### config.mk
export PLATFORM = sky130hd
export DESIGN_NAME = ex_mem_stage
export DESIGN_NICKNAME = d
export VERILOG_FILES = /design/src/rtl/ex_mem_stage.sv
export SDC_FILE = /design/constraint.sdc
export NUM_CORES = 1
export LEC_CHECK = 0
export ABC_AREA = 1
export CORE_MARGIN = 2
export CORE_UTILIZATION = 35
export DETAILED_ROUTE_END_ITERATION = 10
export PLACE_DENSITY = 0.69
export SETUP_SLACK_MARGIN = 0.5
export SLEW_MARGIN = 25
export SYNTH_ARGS = -nofsm -noshare
export SYNTH_HDL_FRONTEND = slang
export SYNTH_SLANG_ARGS = --single-unit
### constraint.sdc
create_clock -name clk -period 1.3 [get_ports clk]
set_input_delay 0.39 -clock clk [delete_from_list [all_inputs] [get_ports clk]]
set_output_delay 0.39 -clock clk [all_outputs]
set_load 0.05 [all_outputs]
### src/rtl/ex_mem_stage.sv
// ----------------------------------------------------------------------------
// ex_mem_stage
//   EX/MEM pipeline register of the 32-bit five-stage MIPS pipeline. Captures
//   the ALU result, zero flag, store data, destination register, branch target
//   and the memory/writeback control bits. It also resolves the branch decision
//   from registered state, flags when this stage is a valid forwarding source,
//   and keeps retire / taken-branch performance counters.
//
// Ports
//   clk, rst_n          clock, synchronous active-low reset
//   stall, flush        hold contents / load a bubble (flush wins)
//   ex_*                EX-stage values to be captured
//   mem_*               registered copies of the ex_* values
//   mem_pc_src          branch taken (valid & branch & zero), from registers
//   mem_fwd_en          stage is a forwarding source (never for $0)
//   instr_count         valid instructions loaded, wraps at 2^CNT_W
//   branch_count        taken branches, counted once even if held by stall
// ----------------------------------------------------------------------------
module ex_mem_stage #(
  parameter int unsigned CNT_W = 32,
  parameter int unsigned REG_W = 5
) (
  input  logic             clk,
  input  logic             rst_n,
  input  logic             stall,
  input  logic             flush,
  input  logic             ex_valid,
  input  logic [31:0]      ex_alu_result,
  input  logic             ex_zero,
  input  logic [31:0]      ex_write_data,
  input  logic [REG_W-1:0] ex_write_reg,
  input  logic [31:0]      ex_branch_target,
  input  logic             ex_reg_write,
  input  logic             ex_mem_to_reg,
  input  logic             ex_mem_read,
  input  logic             ex_mem_write,
  input  logic             ex_branch,
  output logic             mem_valid,
  output logic [31:0]      mem_alu_result,
  output logic             mem_zero,
  output logic [31:0]      mem_write_data,
  output logic [REG_W-1:0] mem_write_reg,
  output logic [31:0]      mem_branch_target,
  output logic             mem_reg_write,
  output logic             mem_mem_to_reg,
  output logic             mem_mem_read,
  output logic             mem_mem_write,
  output logic             mem_pc_src,
  output logic             mem_fwd_en,
  output logic [CNT_W-1:0] instr_count,
  output logic [CNT_W-1:0] branch_count
);

  // Branch control bit is internal only; it feeds mem_pc_src.
  logic mem_branch;

  // A load edge: neither held nor replaced by a bubble.
  logic load_en;
  assign load_en = !flush && !stall;

  // Pipeline register. Control bits are gated with ex_valid so that a bubble
  // entering from EX can never write the register file or memory.
  always_ff @(posedge clk) begin
    if (!rst_n) begin
      mem_valid         <= 1'b0;
      mem_alu_result    <= '0;
      mem_zero          <= 1'b0;
      mem_write_data    <= '0;
      mem_write_reg     <= '0;
      mem_branch_target <= '0;
      mem_reg_write     <= 1'b0;
      mem_mem_to_reg    <= 1'b0;
      mem_mem_read      <= 1'b0;
      mem_mem_write     <= 1'b0;
      mem_branch        <= 1'b0;
    end else if (flush) begin
      mem_valid         <= 1'b0;
      mem_alu_result    <= '0;
      mem_zero          <= 1'b0;
      mem_write_data    <= '0;
      mem_write_reg     <= '0;
      mem_branch_target <= '0;
      mem_reg_write     <= 1'b0;
      mem_mem_to_reg    <= 1'b0;
      mem_mem_read      <= 1'b0;
      mem_mem_write     <= 1'b0;
      mem_branch        <= 1'b0;
    end else if (!stall) begin
      mem_valid         <= ex_valid;
      mem_alu_result    <= ex_alu_result;
      mem_zero          <= ex_zero;
      mem_write_data    <= ex_write_data;
      mem_write_reg     <= ex_write_reg;
      mem_branch_target <= ex_branch_target;
      mem_reg_write     <= ex_reg_write  & ex_valid;
      mem_mem_to_reg    <= ex_mem_to_reg & ex_valid;
      mem_mem_read      <= ex_mem_read   & ex_valid;
      mem_mem_write     <= ex_mem_write  & ex_valid;
      mem_branch        <= ex_branch     & ex_valid;
    end
  end

  // Decisions derived purely from registered state: no ex_* to mem_* path.
  always_comb begin
    mem_pc_src = mem_valid & mem_branch & mem_zero;
    mem_fwd_en = mem_valid & mem_reg_write & (mem_write_reg != '0);
  end

  // Retire counter: one per valid instruction actually loaded.
  always_ff @(posedge clk) begin
    if (!rst_n) begin
      instr_count <= '0;
    end else if (load_en && ex_valid) begin
      instr_count <= instr_count + CNT_W'(1);
    end
  end

  // Taken-branch counter: a branch held by stall is counted on the edge that
  // releases it. The flush edge that follows a taken branch still counts it.
  always_ff @(posedge clk) begin
    if (!rst_n) begin
      branch_count <= '0;
    end else if (mem_pc_src && !stall) begin
      branch_count <= branch_count + CNT_W'(1);
    end
  end

endmodule
### After elaboration in Yosys (flattened, before gate mapping)

Index checks and enable logic that the tools add are counted.

* add/sub/neg operators: 2
* bitwise operators: 10
* reduce and logical (&&, ||, !) cells: 7

Operators by type and width (number)
* 32-bit by 1-bit adder with 32-bit output (second input constant): 2
* 1-bit bitwise AND: 9
* 5-bit nonzero test: 1
* 1-bit logical AND: 3
* 1-bit zero test: 2
* 2-bit OR reduction: 1
* 1-bit inverter: 1

* input bits: 112
* logic and storage cells: 32
* register bits after elaboration: 172
* output and inout port bits: 173

### Logic depth before layout (Yosys ltp)

Gate-level depths: netlist of the first run.

* word-level depth: 3
* mapped depth: 10
* depth with buffers taken out: 10

### Least setup slack after synthesis of the first run

OpenSTA, ideal clock, no wires.

* kind: register -> register
* start: register branch_count[1]
* end: register branch_count[22]
* cell stages (with the launch flop): 11
* data arrival time: 1.759 ns
* library setup time: 0.117 ns
* buffers on the path: 0
* slack: -0.576 ns
* required time: 1.183 ns
* cell sequence: dfxtp_1 -> ha_1 -> inv_1 -> nor2_2 -> inv_1 -> nor2_4 -> nand2_2 -> nor2_4 -> nand3_1 -> nand2_1 -> nor2_1

* longest elaborated chain between the ends: 1

RTL lines
* start: declaration: RTL line 51 `output logic [CNT_W-1:0] branch_count`
* start signal: assignment: RTL line 124 `branch_count <= branch_count + CNT_W'(1);`
* 32-bit by 1-bit adder with 32-bit output: RTL line 124

No other way between the ends.
A chain may end at the register's enable or synchronous reset.

### Final worst setup path of the first run

* start: register mem_write_reg[1]
* end: output mem_fwd_en

* longest elaborated chain between the ends: 2

RTL lines
* start: declaration: RTL line 42 `output logic [REG_W-1:0] mem_write_reg,`
* start signal: assignment: RTL line 93 `mem_write_reg <= ex_write_reg;`
* 5-bit nonzero test: RTL line 106 `mem_fwd_en = mem_valid & mem_reg_write & (mem_write_reg != '0);`
* 1-bit bitwise AND: RTL line 106
* end: declaration: RTL line 49 `output logic mem_fwd_en,`

No other way between the ends.

==> flow_summary.json, run 1 <==
{
  "place_ws_ps": -724,
  "dieArea_um2": 22000,
  "cp_slowest_cell": "dfxtp_4",
  "syn_inst": 1033,
  "clk-insertion-delay-late_ps": 440,
  "p_int_mw": 9.03,
  "gp_congestion": 0.895,
  "final_area_um2": 18600,
  "p_leak_nw": 7.62,
  "place_area_um2": 14200,
  "vias": 10224,
  "ant_nets": 0,
  "yosysSeqAreaShare": 0.473,
  "status": "complete, but fails checks",
  "clockRootBuffer": "clkbuf_16",
  "start_util": 0.358,
  "rsz0062_at_grt": "true",
  "chipWidth_um": 148,
  "grt_pass1_wl_mm": 54.9,
  "fmax_ghz": 0.552,
  "yosysUniqueCellTypes": 34,
  "p_comb_frac": 0.200,
  "crit_chain": "nor3_4 > nand2_1 > nand3_2 > clkinvlp_4 > buf_6",
  "hold_viol": 0,
  "drt_iter0_drc": 582,
  "syn_avg_cell_area_um2": 7.05,
  "grt_use_total": 0.318,
  "drv_cap": 0,
  "first_pass_iters": 5,
  "clock_skew_ps": 19.6,
  "drc_errors": 0,
  "tritoncts": "done",
  "slew_headroom": 0.724,
  "drive_gt1_frac": 0.646,
  "critPathLaunchType": "flip-flop",
  "period_minus_slack_ps": 1810,
  "clockBufferDepth": 2,
  "endpoint_kind": "output pin",
  "violations": "setup timing",
  "path_max_fanout": 2,
  "grt_pass1_vias": 10197,
  "grt_max_degree": 48,
  "synth_area_leader_cell": "dfxtp_1",
  "syn_nets": 1147,
  "wl_per_cell_um": 22.8,
  "arrival_ps": 1420,
  "path_clk_slew_ps": 80,
  "net-switching-power_mw": 4.03,
  "cp.required_ps": 910,
  "vdd_drop_max_mv": 0.943,
  "netlist_area_um2": 7290,
  "htreeDepth": 4,
  "boundaryPins": 285,
  "cts_hold_buf": 0,
  "critPathKind": "flip-flop to output pin",
  "worst_slew_pin_slew_ps": 411,
  "fin_crit_sh": 1.39,
  "swShare": 0.309,
  "synth_top_area_frac": 0.473,
  "die_h_um": 148,
  "seqPwrFrac": 0.402,
  "core_area_um2": 20400,
  "dpl.hpwl_mm": 20.5,
  "numCtsBuffers": 17,
  "slew_viol_final": 0,
  "synth_area_leaders": "dfxtp_1 (47%), nand2_1 (18%), a21oi_1 (9.3%), nor2_1 (5.9%), inv_1 (3.8%)",
  "port_buffers": 284,
  "rows": 52,
  "setup_slack_ps": -513,
  "area_delta_synth_final_pct": 155,
  "nets": 1735,
  "ys.warnings.count": 0,
  "synth-seq-cells": 172,
  "antenna_found_initial": 4,
  "hp-class": "input port to flip-flop",
  "slowest_delay_ps": 350,
  "drt-total-wl_mm": 43.4,
  "grt_overflow": 0,
  "cts.sinks": 172,
  "viasPerCell": 5.36,
  "power_frac_clock": 0.398,
  "power.density_nw_per_um2": 704,
  "setup_viol": 232
}
-- worst max-delay path: cells and delay by family, from the launching register on --
family / cells / cell delay (ps)
AND/OR/NAND/NOR: 3 / 370
flip-flops: 1 / 350
buffers and inverters: 2 / 250
-- routing by layer --
layer	part of all wire	wire length, um	up-vias	global-route usage
met3	0.062	2710	229	0.0736
li1	-	-	4493	-
met2	0.53	22900	558	0.580
met5	0	0	-	0
met1	0.34	14700	4944	0.345
met4	0.071	3100	0	0.157
-- worst paths after layout --
kind | slack [ps] | endpoint | cells past startpoint | start
setup / recovery | -510 | mem_fwd_en | 5 | mem_write_reg[1]$_SDFFE_PP0N_
hold / removal | 380 | mem_valid$_SDFFE_PP0N_ | 5 | stall
setup reg to reg | -320 | branch_count[24]$_SDFFE_PN0P_ | 8 | branch_count[5]$_SDFFE_PN0P_
hold reg to reg | 480 | branch_count[17]$_SDFFE_PN0P_ | 1 | branch_count[17]$_SDFFE_PN0P_
-- cells in the final DEF (no fill, tap or decap), types with 17 or more instances in the layout --
cell,synthesis,routed
a21oi_4,0,20
clkdlybuf4s50_1,0,107
buf_12,0,191
nand2_1,355,258
a21oi_1,136,18
buf_16,0,19
nor2_4,8,35
nand2_2,5,47
nand3_2,2,21
buf_4,4,165
nor2_1,115,76
inv_1,73,63
nand4_1,17,17
clkbuf_16,0,18
nor2_2,9,21
dfxtp_4,0,161
nand2_4,1,53
buf_6,1,113
a21oi_2,0,98
-- through the flow --
stage                     std cells  hold slack (ps)  TNS [ps]  total power [mW]  utilization
after floorplan                1033              513     -1760              6.20            -
after CTS                      1857              379    -16560              12.7        0.857
final                          1908              384    -22160              13.1        0.911
after global routing           1907              380    -29620              13.4        0.911
after global placement         1659              458    -79970              7.16        0.695
after detailed placement       1659              464    -83250              7.18        0.695
-- power by group through the flow --
stage                     clock (mW)  sequential, mW  combinational, mW
final                           5.20            5.25               2.61
after global routing            5.47            5.26               2.68
after CTS                       5.10            5.24               2.34
after detailed placement           0            5.36               1.82
after global placement             0            5.36               1.80
after floorplan                    0            5.68              0.521
-- area by class of cell --
class                           count  area, um^2
Antenna cell                        4        10.0
Clock buffer                       17         425
Clock inverter                     15         145
Fill cell                         745        1810
Inverter                           77         328
Multi-Input combinational cell    745        5100
Sequential cell                   172        4060
Tap cell                          270         338
Timing Repair Buffer              608        8150
-- logic make-up after synthesis --
family,count (synthesis),synth area share
XOR/XNOR,8,0.00962
buffers and inverters,118,0.0642
AND/OR/NAND/NOR,571,0.336
AO/OA/AOI/OAI,162,0.114
adder cells (fa/ha/maj),2,0.00343
flip-flops,172,0.473
-- Yosys cell counts --
| cell | n |
|---|---|
| nand3_4 | 1 |
| nor3_2 | 2 |
| o21ai_1 | 3 |
| nor2_4 | 8 |
| buf_1 | 5 |
| buf_4 | 4 |
| dfxtp_1 | 172 |
| buf_6 | 1 |
| nand4_1 | 17 |
| or2_1 | 1 |
| inv_2 | 4 |
| o21ai_0 | 15 |
| a21oi_1 | 136 |
| xnor2_1 | 3 |
| and3_1 | 1 |
| and2_1 | 1 |
| o21a_1 | 4 |
| nor2_1 | 115 |
| nand4_4 | 1 |
| clkbuf_1 | 29 |
| ha_1 | 2 |
| nor2_8 | 2 |
| buf_2 | 2 |
| nand2_4 | 1 |
| xor2_1 | 5 |
| inv_1 | 73 |
| nand2_2 | 5 |
| nor3_1 | 13 |
| o21bai_1 | 4 |
| nand3_2 | 2 |
| nor2_2 | 9 |
| nand3_1 | 36 |
| nand2_1 | 355 |
| nor3b_1 | 1 |
-- what timing repair did --
| action | in CTS | in global routing |
|---|---|---|
| resized for setup | 311 | 166 |
| setup buffers | 145 | 46 |
| endpoints found under the setup margin | 345 | 345 |
| gates cloned | 21 | 1 |
| pin swaps | 69 | 87 |
(Power assumes the default switching activity.)
==> run 2: changes to the inputs <==
--- a/config.mk
+++ b/config.mk
@@ -6,9 +6,10 @@
 export NUM_CORES = 1
 export LEC_CHECK = 0
 export ABC_AREA = 1
-export CORE_MARGIN = 2
+export CORE_MARGIN = 1.5
 export CORE_UTILIZATION = 35
 export DETAILED_ROUTE_END_ITERATION = 10
+export GPL_TIMING_DRIVEN = 1
 export PLACE_DENSITY = 0.69
 export SETUP_SLACK_MARGIN = 0.5
 export SLEW_MARGIN = 25
==> run 2 against run 1 <==
Effect of this change:
- the flow still finishes with violations (setup timing)
- maximum frequency fell by 0.49%
- die area shrank 1.3%
- combinational power is 8.4% lower
- sequential power is essentially flat
- non-clock buffer count down 55
- register-to-register slack got worse by 30 ps
- wire length shrank 6.1%
- largest cell class unchanged
==> flow_summary.json, run 2 (synthesis results as in run 1) <==
{
  "hold_viol": 0,
  "nets": 1679,
  "grt_pass1_vias": 9612,
  "start_util": 0.359,
  "vias": 9983,
  "numCtsBuffers": 17,
  "drv_cap": 0,
  "path_max_fanout": 2,
  "wl_per_cell_um": 22.0,
  "fmax_ghz": 0.549,
  "critPathKind": "flip-flop to output pin",
  "slowest_delay_ps": 360,
  "first_pass_iters": 6,
  "gp_congestion": 0.859,
  "period_minus_slack_ps": 1820,
  "drive_gt1_frac": 0.616,
  "power.density_nw_per_um2": 734,
  "clk-insertion-delay-late_ps": 450,
  "slew_headroom": 0.772,
  "grt_max_degree": 46,
  "chipWidth_um": 147,
  "slew_viol_final": 0,
  "endpoint_kind": "output pin",
  "area_delta_synth_final_pct": 145,
  "place_area_um2": 14000,
  "setup_viol": 228,
  "core_area_um2": 20300,
  "fin_crit_sh": 1.40,
  "r2r-start": "instr_count[28]$_SDFFE_PN0P_",
  "drt_iter0_drc": 631,
  "hold_start": "stall",
  "clockBufferDepth": 2,
  "cp_slowest_cell": "dfxtp_4",
  "crit_chain": "nor3_4 > nand2_1 > nand3_2 > clkinvlp_4 > buf_6",
  "hp-class": "input port to flip-flop",
  "boundaryPins": 285,
  "final_cell_mix": "nand2_1 (293), buf_12 (191), dfxtp_4 (153)",
  "die_h_um": 147,
  "critPathLaunchType": "flip-flop",
  "clockRootBuffer": "clkbuf_16",
  "htreeDepth": 4,
  "rows": 52,
  "grt_use_total": 0.316,
  "vdd_drop_max_mv": 0.845,
  "violations": "setup timing",
  "grt_pass1_wl_mm": 52.8,
  "arrival_ps": 1430,
  "setup_slack_ps": -522,
  "final_area_um2": 17800,
  "cp_top_family": "simple AND/OR/NAND/NOR gates",
  "rsz0062_at_grt": "true",
  "hold-worst-slack_ps": 382,
  "ant_nets": 0,
  "cts.sinks": 172,
  "p_leak_nw": 7.00,
  "grt_overflow": 0,
  "dieArea_um2": 21700,
  "drc_errors": 0,
  "antenna_found_initial": 2,
  "final_common_cell": "nand2_1",
  "path_clk_slew_ps": 80,
  "worst_slew_pin_slew_ps": 342,
  "tritoncts": "done",
  "port_buffers": 284,
  "dpl.hpwl_mm": 20.0,
  "startpoint": "mem_write_reg[1]$_SDFFE_PP0N_",
  "drt-total-wl_mm": 40.8,
  "cp_num_buf_inv": 2,
  "cp.required_ps": 910,
  "viasPerCell": 5.40,
  "clock_skew_ps": 16.1,
  "status": "complete, but fails checks"
}
run 2: cell types whose count changed in the layout (fill, tap and decap cells not counted), sizes merged:
cell and change:
clkbuf +1, buf -55, clkinvlp +1, diode -2, or2 -1, clkinv -2, inv -2, bufinv +2
run 2: timing repair:
item | 4_1_cts | 5_1_grt
setup buffers | 108 | 45
setup endpoints to repair | 345 | 345
cloned | 20 | 1
pin swaps | 54 | 82
endpoints found under the hold margin | 0 | 0
hold buffers | 0 | 0
gates resized for setup | 224 | 156
run 2: cell type report:
class	instances	area, um^2
Fill cell	847	2470
Clock buffer	18	439
Tap cell	270	338
Timing Repair Buffer	553	7710
Inverter	77	333
Sequential cell	172	4040
Multi-Input combinational cell	744	4790
Clock inverter	14	175
Antenna cell	2	5.00
run 2: worst register-to-register path, cell delays in order, from the launching register on:
cell and delay [ps]:
dfxtp_4 390, buf_4 160, nand2_1 160, nor2_1 200
nand4_1 260, nor2_4 180, nand2_1 70, nand2_1 70
nor2_1 40
run 2: layer usage:
metal	track usage	vias up	wire, um
li1	-	4377	-
met1	0.344	4780	14400
met2	0.559	612	20900
met3	0.0876	214	2780
met4	0.166	0	2690
met5	0	-	0
run 2: through the flow:
stage / power (mW) / instances / worst slack (ps) / TNS [ps] / util
floorplan: 6.20 / 1033 / -134 / -1760 / -
CTS: 12.9 / 1802 / -469 / -14820 / 0.828
finish: 13.1 / 1850 / -522 / -21280 / 0.878
detailed placement: 7.16 / 1642 / -673 / -81730 / 0.692
global route: 13.4 / 1850 / -565 / -28060 / 0.878
global placement: 7.14 / 1642 / -592 / -74770 / 0.692
run 2: path summary, 6_finish.rpt:
path / end / slack [ps] / cells past startpoint
hold / removal: mem_branch$_SDFFE_PP0N_ / 380 / 4
hold reg to reg: mem_write_data[25]$_SDFFE_PP0N_ / 500 / 2
setup reg to reg: instr_count[29]$_SDFFE_PN0P_ / -350 / 8
setup / recovery: mem_fwd_en / -520 / 5
run 2: power breakdown:
part	switching (mW)	total, mW	internal (mW)
Sequential	0.127	5.25	5.12
Combinational	1.15	2.39	1.24
Clock	2.48	5.45	2.97
Total	3.76	13.1	9.32
==> run 3: changes to the inputs <==
--- a/config.mk
+++ b/config.mk
@@ -10,7 +10,7 @@
 export CORE_UTILIZATION = 35
 export DETAILED_ROUTE_END_ITERATION = 10
 export GPL_TIMING_DRIVEN = 1
-export PLACE_DENSITY = 0.69
+export PLACE_DENSITY = 0.67
 export SETUP_SLACK_MARGIN = 0.5
 export SLEW_MARGIN = 25
 export SYNTH_ARGS = -nofsm -noshare
==> constraint.sdc (replaced) <==
create_clock -name clk -period 2.3 [get_ports clk]
set_input_delay 0.69 -clock clk [delete_from_list [all_inputs] [get_ports clk]]
set_output_delay 0.69 -clock clk [all_outputs]
set_load 0.05 [all_outputs]
==> run 3 against run 2 <==
Effect of this change:
- the flow now finishes without violations
- register-to-register slack improved by 1000 ps
- worst setup slack better by 840 ps
- non-clock buffer count fell by 250
- critical path type unchanged
- critical endpoint unchanged
==> flow_summary.json, run 3 (synthesis results as in run 1) <==
{
  "gp_congestion": 0.877,
  "fmax_ghz": 0.504,
  "arrival_ps": 1290,
  "grt_pass1_vias": 7013,
  "top_usage_layer": "met2",
  "period_minus_slack_ps": 1980,
  "boundaryPins": 285,
  "swShare": 0.274,
  "hp-class": "flip-flop to flip-flop",
  "clockBufferDepth": 2,
  "grt_use_total": 0.211,
  "whs_path_depth": 2,
  "clk-insertion-delay-late_ps": 430,
  "tns_ps": 0,
  "rows": 52,
  "setup_viol": 0,
  "power.density_nw_per_um2": 635,
  "status": "complete, no violations",
  "vias": 7501,
  "cp.required_ps": 1610,
  "grt_use_met2": 0.359,
  "dpl.hpwl_mm": 16.5,
  "p_leak_nw": 4.43,
  "nets": 1428,
  "net-switching-power_mw": 1.84,
  "port_buffers": 284,
  "p_int_mw": 4.86,
  "core_area_um2": 20300,
  "worst_slew_pin_slew_ps": 532,
  "drt_iter0_drc": 345,
  "grt_max_degree": 109,
  "grt_overflow": 0,
  "final_common_cell": "nand2_1",
  "drt-total-wl_mm": 23.1,
  "chipWidth_um": 147,
  "die_h_um": 147,
  "grt_pass1_wl_mm": 36.3,
  "fin_crit_sh": 0.862,
  "start_util": 0.359,
  "slew_viol_final": 0,
  "fin_util": 0.519,
  "drv_cap": 0,
  "numCtsBuffers": 17,
  "clockRootBuffer": "clkbuf_16",
  "seqPwrFrac": 0.458,
  "ant_nets": 0,
  "first_pass_iters": 5,
  "viasPerCell": 4.70,
  "antenna_found_initial": 0,
  "power_frac_clock": 0.432,
  "cts.sinks": 172,
  "rsz0062_at_grt": "true",
  "clock_skew_ps": 15.6,
  "dieArea_um2": 21700,
  "critPathLaunchType": "flip-flop",
  "htreeDepth": 4,
  "vdd_drop_max_mv": 0.481,
  "area_delta_synth_final_pct": 44.7,
  "slew_headroom": 0.645,
  "grtUsageMet3": 0.0714,
  "hold_viol": 0,
  "drc_errors": 0,
  "critPathKind": "flip-flop to output pin",
  "met1_usage": 0.247,
  "tritoncts": "done",
  "drive_gt1_frac": 0.227,
  "p_comb_frac": 0.110,
  "wl_per_cell_um": 14.5,
  "final_cell_mix": "nand2_1 (354), a21oi_1 (136), dfxtp_1 (135)",
  "ff2ff_path_depth": 8,
  "endpoint_kind": "output pin",
  "path_max_fanout": 2,
  "path_clk_slew_ps": 70
}
[run 3: cell types whose count changed in the layout (fill, tap and decap cells not counted), sizes merged]
cell	previous run	this run
clkinvlp	4	3
clkdlybuf4s50	107	109
diode	2	1
buf	444	186
bufinv	2	1
clkbuf	19	24
dlygate4sd2	0	1
bufbuf	1	0
inv	82	83
or2	2	1
clkinv	3	4
[run 3: timing repair]
action | in CTS | in global routing
hold buffers | 0 | 0
buffers inserted | 2 | 5
endpoints found under the setup margin | 139 | 36
pin swaps | 2 | 4
gates resized for setup | 644 | 38
[run 3: path summary, 6_finish.rpt]
kind,from,to,slack (ps)
max reg2reg,instr_count[0]$_SDFFE_PN0P_,instr_count[30]$_SDFFE_PN0P_,680
min,mem_branch_target[0]$_SDFFE_PP0N_,mem_branch_target[0]$_SDFFE_PP0N_,460
max,mem_write_reg[1]$_SDFFE_PP0N_,mem_fwd_en,320
min reg2reg,mem_branch_target[0]$_SDFFE_PP0N_,mem_branch_target[0]$_SDFFE_PP0N_,460
[run 3: layout make-up]
class,instances,area (um^2)
flip-flops and latches,172,3500
inverters,77,290
well taps,270,338
clock inverters,14,155
fillers,2059,9750
diodes,1,2.50
multi-input cells,743,3420
clock buffers,17,425
repair buffers,303,2420
[run 3: critical path: stages, from the launching register on]
cell and delay (ps):
dfxtp_2 330, nor3_2 180, nand2_1 90, nand3_1 70, inv_1 50, buf_6 140
[run 3: layer usage]
metal  up-vias  share of wire
met1      3357           0.41
met2       271           0.49
met5         -              0
li1       3840              -
met3        33          0.083
met4         0          0.019
[run 3: through the flow]
stage	hold WS (ps)	power, mW	setup slack (ps)	std cells	instance area (um^2)
floorplan	498	3.54	525	1033	7300
global placement	448	3.91	74.6	1558	10300
detailed placement	455	3.92	29.6	1558	10300
CTS	463	6.76	306	1591	10400
global route	478	6.94	258	1596	10500
finish	462	6.69	317	1597	10500
[run 3: power by group through the flow]
stage / logic, mW / registers (mW) / clock network, mW
5_1_grt: 0.788 / 3.07 / 3.08
4_1_cts: 0.737 / 3.07 / 2.95
6_report: 0.734 / 3.07 / 2.89
3_5_place_dp: 0.776 / 3.14 / 0
2_1_floorplan: 0.196 / 3.35 / 0
3_3_place_gp: 0.773 / 3.14 / 0
